File: src/rtl/obf_seq_ctrl.sv
// obf_seq_ctrl: steps the substitution LUT offset per instruction and emits (sub, imm) micro-ops.
// Optional perf_insn/perf_uops counters are present when OBF_SEQ_PERF_EN is defined.
module obf_seq_ctrl #(
   parameter int OBF_IGU_WIDTH     = 8,
   parameter int OBF_KEY_WIDTH     = 32,
   parameter int OBF_PPC_WIDTH     = 8,
   parameter int OBF_LUT_OUT_WIDTH = 16,
   parameter int MAX_STEPS         = 16,
   parameter int LAST_BIT          = 15,
   parameter int PPC_STRIDE        = 2
) (
   input  logic                         clk,
   input  logic                         rst,
   input  logic                         in_valid,
   output logic                         in_ready,
   input  logic [OBF_IGU_WIDTH-1:0]     in_index,
   input  logic [OBF_KEY_WIDTH-1:0]     in_key,
   input  logic [31:0]                  in_insn,
   output logic [OBF_IGU_WIDTH-1:0]     lut_index,
   output logic [OBF_PPC_WIDTH-1:0]     lut_ppc,
   output logic [OBF_KEY_WIDTH-1:0]     lut_key,
   input  logic [OBF_LUT_OUT_WIDTH-1:0] lut_sub,
   input  logic [OBF_LUT_OUT_WIDTH-1:0] lut_imm,
   output logic                         out_valid,
   input  logic                         out_ready,
   output logic [OBF_LUT_OUT_WIDTH-1:0] out_sub,
   output logic [OBF_LUT_OUT_WIDTH-1:0] out_imm,
   output logic [31:0]                  out_insn,
   output logic                         out_bypass,
   output logic                         out_last,
   output logic                         abort,
   output logic                         busy
`ifdef OBF_SEQ_PERF_EN
   ,output logic [31:0]                 perf_insn,
   output logic [31:0]                  perf_uops
`endif
);
   typedef enum logic {IDLE, SEQ} state_t;
   localparam logic [OBF_PPC_WIDTH-1:0] STRIDE    = OBF_PPC_WIDTH'(PPC_STRIDE);
   localparam logic [OBF_PPC_WIDTH-1:0] STEP_LAST = OBF_PPC_WIDTH'(MAX_STEPS - 1);
   state_t                     r_state, w_state_nxt;
   logic [OBF_PPC_WIDTH-1:0]   r_ppc, r_step;
   logic [OBF_IGU_WIDTH-1:0]   r_idx;
   logic [OBF_KEY_WIDTH-1:0]   r_key;
   logic w_free, w_accept, w_seq_in, w_load, w_hit_last, w_trunc;
   assign w_free     = !out_valid || out_ready;
   assign in_ready   = (r_state == IDLE) && w_free;
   assign w_accept   = in_valid && in_ready;
   assign w_seq_in   = in_index != '0;
   assign w_load     = (r_state == SEQ) && w_free;
   assign w_hit_last = lut_sub[LAST_BIT];
   assign w_trunc    = !w_hit_last && (r_step == STEP_LAST);
   assign lut_index  = r_idx;
   assign lut_key    = r_key;
   assign lut_ppc    = (r_state == SEQ) ? r_ppc : '0;
   assign busy       = r_state == SEQ;
   always_comb begin
      w_state_nxt = r_state;
      w_state_nxt = (r_state == IDLE) ? ((w_accept && w_seq_in) ? SEQ : IDLE)
                                      : ((w_load && (w_hit_last || w_trunc)) ? IDLE : SEQ);
   end
   always_ff @(posedge clk) begin
      if (rst) r_state <= IDLE;
      else     r_state <= w_state_nxt;
   end
   always_ff @(posedge clk) begin
      if (rst) begin
         r_ppc <= '0;
         r_step <= '0;
         r_idx <= '0;
         r_key <= '0;
      end else if (w_accept && w_seq_in) begin
         r_ppc <= '0;
         r_step <= '0;
         r_idx <= in_index;
         r_key <= in_key;
      end else if (w_load) begin
         r_ppc <= r_ppc + STRIDE;
         r_step <= r_step + 1'b1;
      end
   end
   // Single output slot: bypass and LUT loads only happen when it is free.
   always_ff @(posedge clk) begin
      if (rst) begin
         out_valid <= 1'b0;
         out_sub <= '0;
         out_imm <= '0;
         out_insn <= '0;
         out_bypass <= 1'b0;
         out_last <= 1'b0;
         abort <= 1'b0;
      end else begin
         abort <= w_load && w_trunc;
         if (w_accept && !w_seq_in) begin
            out_valid <= 1'b1;
            out_sub <= '0;
            out_imm <= '0;
            out_insn <= in_insn;
            out_bypass <= 1'b1;
            out_last <= 1'b1;
         end else if (w_load) begin
            out_valid <= 1'b1;
            out_sub <= lut_sub;
            out_imm <= lut_imm;
            out_bypass <= 1'b0;
            out_last <= w_hit_last || w_trunc;
         end else if (out_ready) begin
            out_valid <= 1'b0;
         end
      end
   end
`ifdef OBF_SEQ_PERF_EN
   always_ff @(posedge clk) begin
      if (rst) begin
         perf_insn <= '0;
         perf_uops <= '0;
      end else begin
         if (w_accept && w_seq_in) perf_insn <= perf_insn + 1'b1;
         if (out_valid && out_ready && !out_bypass) perf_uops <= perf_uops + 1'b1;
      end
   end
`endif
endmodule
File: config.mk
export PLATFORM = sky130hd
export DESIGN_NAME = obf_seq_ctrl
export DESIGN_NICKNAME = d
export VERILOG_FILES = /design/src/rtl/obf_seq_ctrl.sv
export SDC_FILE = /design/constraint.sdc
export NUM_CORES = 1
export LEC_CHECK = 0
export BUFFER_PORTS_ARGS = -buffer_cell sky130_fd_sc_hd__buf_4
export CAP_MARGIN = 25
export CORE_MARGIN = 2
export CORE_UTILIZATION = 41
export DETAILED_ROUTE_END_ITERATION = 10
export GPL_TIMING_DRIVEN = 0
export PLACE_DENSITY = 0.72
export SYNTH_ARGS = -nofsm -noshare
export SYNTH_HDL_FRONTEND = slang
export SYNTH_SLANG_ARGS = --single-unit
File: constraint.sdc
create_clock -name clk -period 1.6 [get_ports clk]
set_input_delay 0.24 -clock clk [delete_from_list [all_inputs] [get_ports clk]]
set_output_delay 0.24 -clock clk [all_outputs]
set_load 0.005 [all_outputs]
==> impl_summary.txt <==
----------------------------------------------------
[Status]
  Result of the run ... complete, no violations

[Final layout]
  Count of nets after finishing ... between 900 and 1k
  Highest-count cells in the layout ignoring fill and taps ... 225 x sky130_fd_sc_hd__buf_4, 150 x sky130_fd_sc_hd__nand2_1, 124 x sky130_fd_sc_hd__dfxtp_1
  Leading cell type in the layout, fill and taps excluded ... sky130_fd_sc_hd__buf_4
  Area overhead of the layout relative to synthesis ... 55.17%
  Total inserted antenna cells ... 0
  Layout cells sized above 1 ... 0.3636
  Post-route cell area ... 0.007176 mm²

[Detailed routing]
  Routed wire per std cell ... 14.77 µm
  Post-detailed-routing wire length ... 14250 µm
  Detailed Routing Iterations Pass 1 ... 4
  Via density ... ~5.0
  Final routed DRC violation total ... 0
  Detailed-route via count ... 4828
  Post-DRT Antenna Nets ... 0
  Starting DRT DRC Count ... around 310

[Placement]
  Quantity of I/O buffers inserted on ports ... 223
  Detailed placement HPWL ... 10960 µm
  Pre-CTS setup slack ... -0.4016 ns
  RD Place Congestion ... 0.8625
  Total cell area at the placement stage ... 0.006482 mm²

[Power and ir drop]
  Proportion of total power due to net switching ... 0.2318
  Relative contribution of the clock network to total power ... 0.481
  Internal power ... 0.006303 W
  Combinational Power Share ... 0.116
  Worst vdd rail ir drop ... 0.5871 mV
  Portion of total power attributed to sequential cells ... 0.402
  Switching pwr ... ~0.0019 W
  Leakage power ... 3.097 nW
  Power density over the cells ... 1143 mW/mm²

[Clocking]
  Num CTS Buffers ... 17
  TritonCTS Sinks ... 124
  CTS H-Tree Depth ... 4
  Maximum buffer depth of the clock tree ... 2
  Clock transition at the registers of the reported paths ... roughly 0.05 ns
  TritonCTS clock tree ... done
  Root buf cell ... sky130_fd_sc_hd__clkbuf_16
  Hold-fix buffers, CTS ... 0
  Post CTS Setup Buffer Count ... 0
  Clock latency on the worst-skew pair ... 0.41 ns

[Die]
  Vertical die dimension ... ~110 µm
  Row cnt ... 38
  Core Box Area ... 0.01094 mm²
  Die width ... 110.2 µm
  Top-level I/O count ... ~230
  Die area ... 0.01215 mm²
  Effective utilization at floorplan ... 0.4229

[STA]
  Number of endpoints failing setup at the final stage ... 0
  Relative slew slack ... 0.5844
  Tightest Pin Transition ... approximately 0.62 ns
  Setup TNS ... 0 ns
  Worst path setup slack after routing ... 0.06869 ns
  Maximum operating frequency ... around 0.65 GHz
  Clk_skew ... 0.01268 ns
  Post-layout minimum cycle time ... 1.531 ns
  Slew Limit Fails ... 0
  Fraction of the cycle the final worst path needs ... 0.9571
  Fin. Hold Viols ... 0

[Min path]
  Path type of the worst min-delay path ... in -> reg

[Synthesis]
  Synthesized instance count ... 571
  Unique masters post-synth ... 33
  Cell Area, Synth ... 0.004624 mm²
  Synthesized Nets ... 681
  Number of warnings printed during yosys synthesis ... 0
  Average size of a mapped cell ... 8.099 µm²
  Synthesized flop and latch total ... around 120
  Share of synthesized area occupied by flip-flops and latches ... 0.5368

[Setup path]
  Critical Path Source Type ... register
  Cell class contributing the biggest share of worst-path delay ... simple AND/OR/NAND/NOR gates
  Reg-to-reg setup timing slack ... 0.07 ns
  CP max FO ... 7
  Critical Path Slowest Stage Cell ... sky130_fd_sc_hd__or3b_2
  Data arrival at the endpoint of the critical path ... 1.86 ns
  Worst Setup End Kind ... register
  Kind of critical path ... reg -> reg
  Count of buffering cells on the critical path with inverters included ... 1
  Cell-by-cell trace of the critical path ... inv_2 -> nor4_4 -> or3b_2 -> a21oi_1
  Required time of the critical path ... 1.93 ns
  Delay of the slowest cell on the worst path ... 0.46 ns

[Global routing]
  All-layer global routing usage ... 0.2313
  Number of antenna violations at the first check in global routing ... 0
  Sum of overflow across all layers after global routing ... 0
  Maximum number of pins on one net before global-route repair ... 17
  Global-route wire length before repair ... 21720 µm
  Number of global-route vias before repair ... 4577

[Job]
  Max cap viols ... 0

----------------------------------------------------
-- routing by layer --
metal  wire length, µm  track usage  vias up
met1              5677       0.2654     2195
met5                 0            0        -
met2              6755       0.3856      206
met3              1534      0.09230       24
met4               285      0.09107        0
li1                  -            -     2403
-- state kept, by name, indices dropped and copies added (netlist names), 7 cells and up --
signal and count:
out_imm 16, out_sub 16, r_ppc 7, r_step 8, out_insn 32, lut_index 8, lut_key 32
-- kinds of logic (layout without fill, tap and decap cells) --
group | after synthesis | count (layout) | share of synthesized area
other cells | 1 | 1 | 0.0008109
xor+xnor | 12 | 12 | 0.02273
flops | 124 | 124 | 0.5368
compound gates | 147 | 147 | 0.1648
simple gates | 237 | 237 | 0.2246
fa+ha+maj | 2 | 2 | 0.005410
buf+inv | 48 | 302 | 0.04491
-- what timing repair did --
item	CTS	global route
endpoints found under the setup margin	74	81
gates cloned	0	0
resized for setup	8	39
endpoints found under the hold margin	0	0
-- power groups by stage --
stage / combinational [W] / clock, W / sequential [W]
6_report: 0.000956 / 0.00395 / 0.00330
3_3_place_gp: 0.000921 / 0 / 0.00336
5_1_grt: 0.00106 / 0.00414 / 0.00331
4_1_cts: 0.000948 / 0.00399 / 0.00330
2_1_floorplan: 0.000382 / 0 / 0.00337
3_5_place_dp: 0.000938 / 0 / 0.00337
-- cell type report --
type / count / area (µm²)
plain buffers: 44 / 225.2
clock buffers: 21 / 480.5
clock inverters: 11 / 140.1
fillers: 947 / 3760
inverters: 3 / 11.26
multi-input cells: 399 / 1987
flip-flops and latches: 124 / 2482
well taps: 140 / 175.2
repair buffers: 223 / 1674
-- final timing paths --
path | from | end | cells past startpoint
max | busy$_SDFF_PP0_ | r_step[7]$_SDFFE_PP0P_ | 4
min | lut_sub[15] | abort$_SDFF_PP0_ | 2
max reg2reg | busy$_SDFF_PP0_ | r_step[7]$_SDFFE_PP0P_ | 4
min reg2reg | out_imm[4]$_SDFFE_PP0P_ | out_imm[4]$_SDFFE_PP0P_ | 2
-- stage by stage --
stage / power, W / util / hold slack [ns] / instances
2_1_floorplan: 0.003749 / - / 0.3193 / 571
3_3_place_gp: 0.004280 / 0.5928 / 0.4377 / 934
3_5_place_dp: 0.004304 / 0.5928 / 0.4369 / 934
4_1_cts: 0.008243 / 0.6508 / 0.01660 / 965
5_1_grt: 0.008511 / 0.6562 / 0.02032 / 965
6_report: 0.008204 / 0.6562 / 0.02387 / 965
-- Yosys cell counts --
| cell type | instances | area share |
|---|---|---|
| sky130_fd_sc_hd__nand2_1 | 151 | 0.12 |
| sky130_fd_sc_hd__dfxtp_1 | 124 | 0.54 |
| sky130_fd_sc_hd__a21oi_1 | 109 | 0.12 |
| sky130_fd_sc_hd__nand3_1 | 39 | 0.042 |
| sky130_fd_sc_hd__o21ai_0 | 33 | 0.036 |
| sky130_fd_sc_hd__clkbuf_1 | 30 | 0.024 |
| sky130_fd_sc_hd__nor2_1 | 14 | 0.011 |
| sky130_fd_sc_hd__buf_2 | 13 | 0.014 |
| sky130_fd_sc_hd__and2_1 | 10 | 0.014 |
| sky130_fd_sc_hd__xor2_1 | 7 | 0.013 |
| sky130_fd_sc_hd__nand4_1 | 6 | 0.0081 |
| sky130_fd_sc_hd__xnor2_1 | 5 | 0.0095 |
| sky130_fd_sc_hd__inv_1 | 3 | 0.0024 |
| sky130_fd_sc_hd__nor4_1 | 3 | 0.0041 |
| sky130_fd_sc_hd__and3_1 | 2 | 0.0027 |
| sky130_fd_sc_hd__and4_1 | 2 | 0.0038 |
| sky130_fd_sc_hd__ha_1 | 2 | 0.0054 |
| sky130_fd_sc_hd__nand2b_1 | 2 | 0.0027 |
| sky130_fd_sc_hd__or4_4 | 2 | 0.0049 |
| sky130_fd_sc_hd__a21o_1 | 1 | 0.0016 |
| sky130_fd_sc_hd__a41oi_1 | 1 | 0.0019 |
| sky130_fd_sc_hd__buf_4 | 1 | 0.0016 |
| sky130_fd_sc_hd__buf_6 | 1 | 0.0024 |
| sky130_fd_sc_hd__conb_1 | 1 | 0.00081 |
| sky130_fd_sc_hd__nand3b_1 | 1 | 0.0016 |
| sky130_fd_sc_hd__nor2_2 | 1 | 0.0014 |
| sky130_fd_sc_hd__nor2b_1 | 1 | 0.0014 |
| sky130_fd_sc_hd__nor3_1 | 1 | 0.0011 |
| sky130_fd_sc_hd__o2111a_1 | 1 | 0.0024 |
| sky130_fd_sc_hd__o2111ai_2 | 1 | 0.0032 |
| sky130_fd_sc_hd__o41ai_1 | 1 | 0.0019 |
| sky130_fd_sc_hd__or2_1 | 1 | 0.0014 |
| sky130_fd_sc_hd__or3b_2 | 1 | 0.0019 |
-- worst reg2reg max path, delay by kind of cell (launching register included) --
kind | cells | cell delay [ns]
simple gates | 2 | 0.77
flops | 1 | 0.41
compound gates | 1 | 0.15
buf+inv | 1 | 0.13
Note: power is estimated with default switching activity, not from simulation.
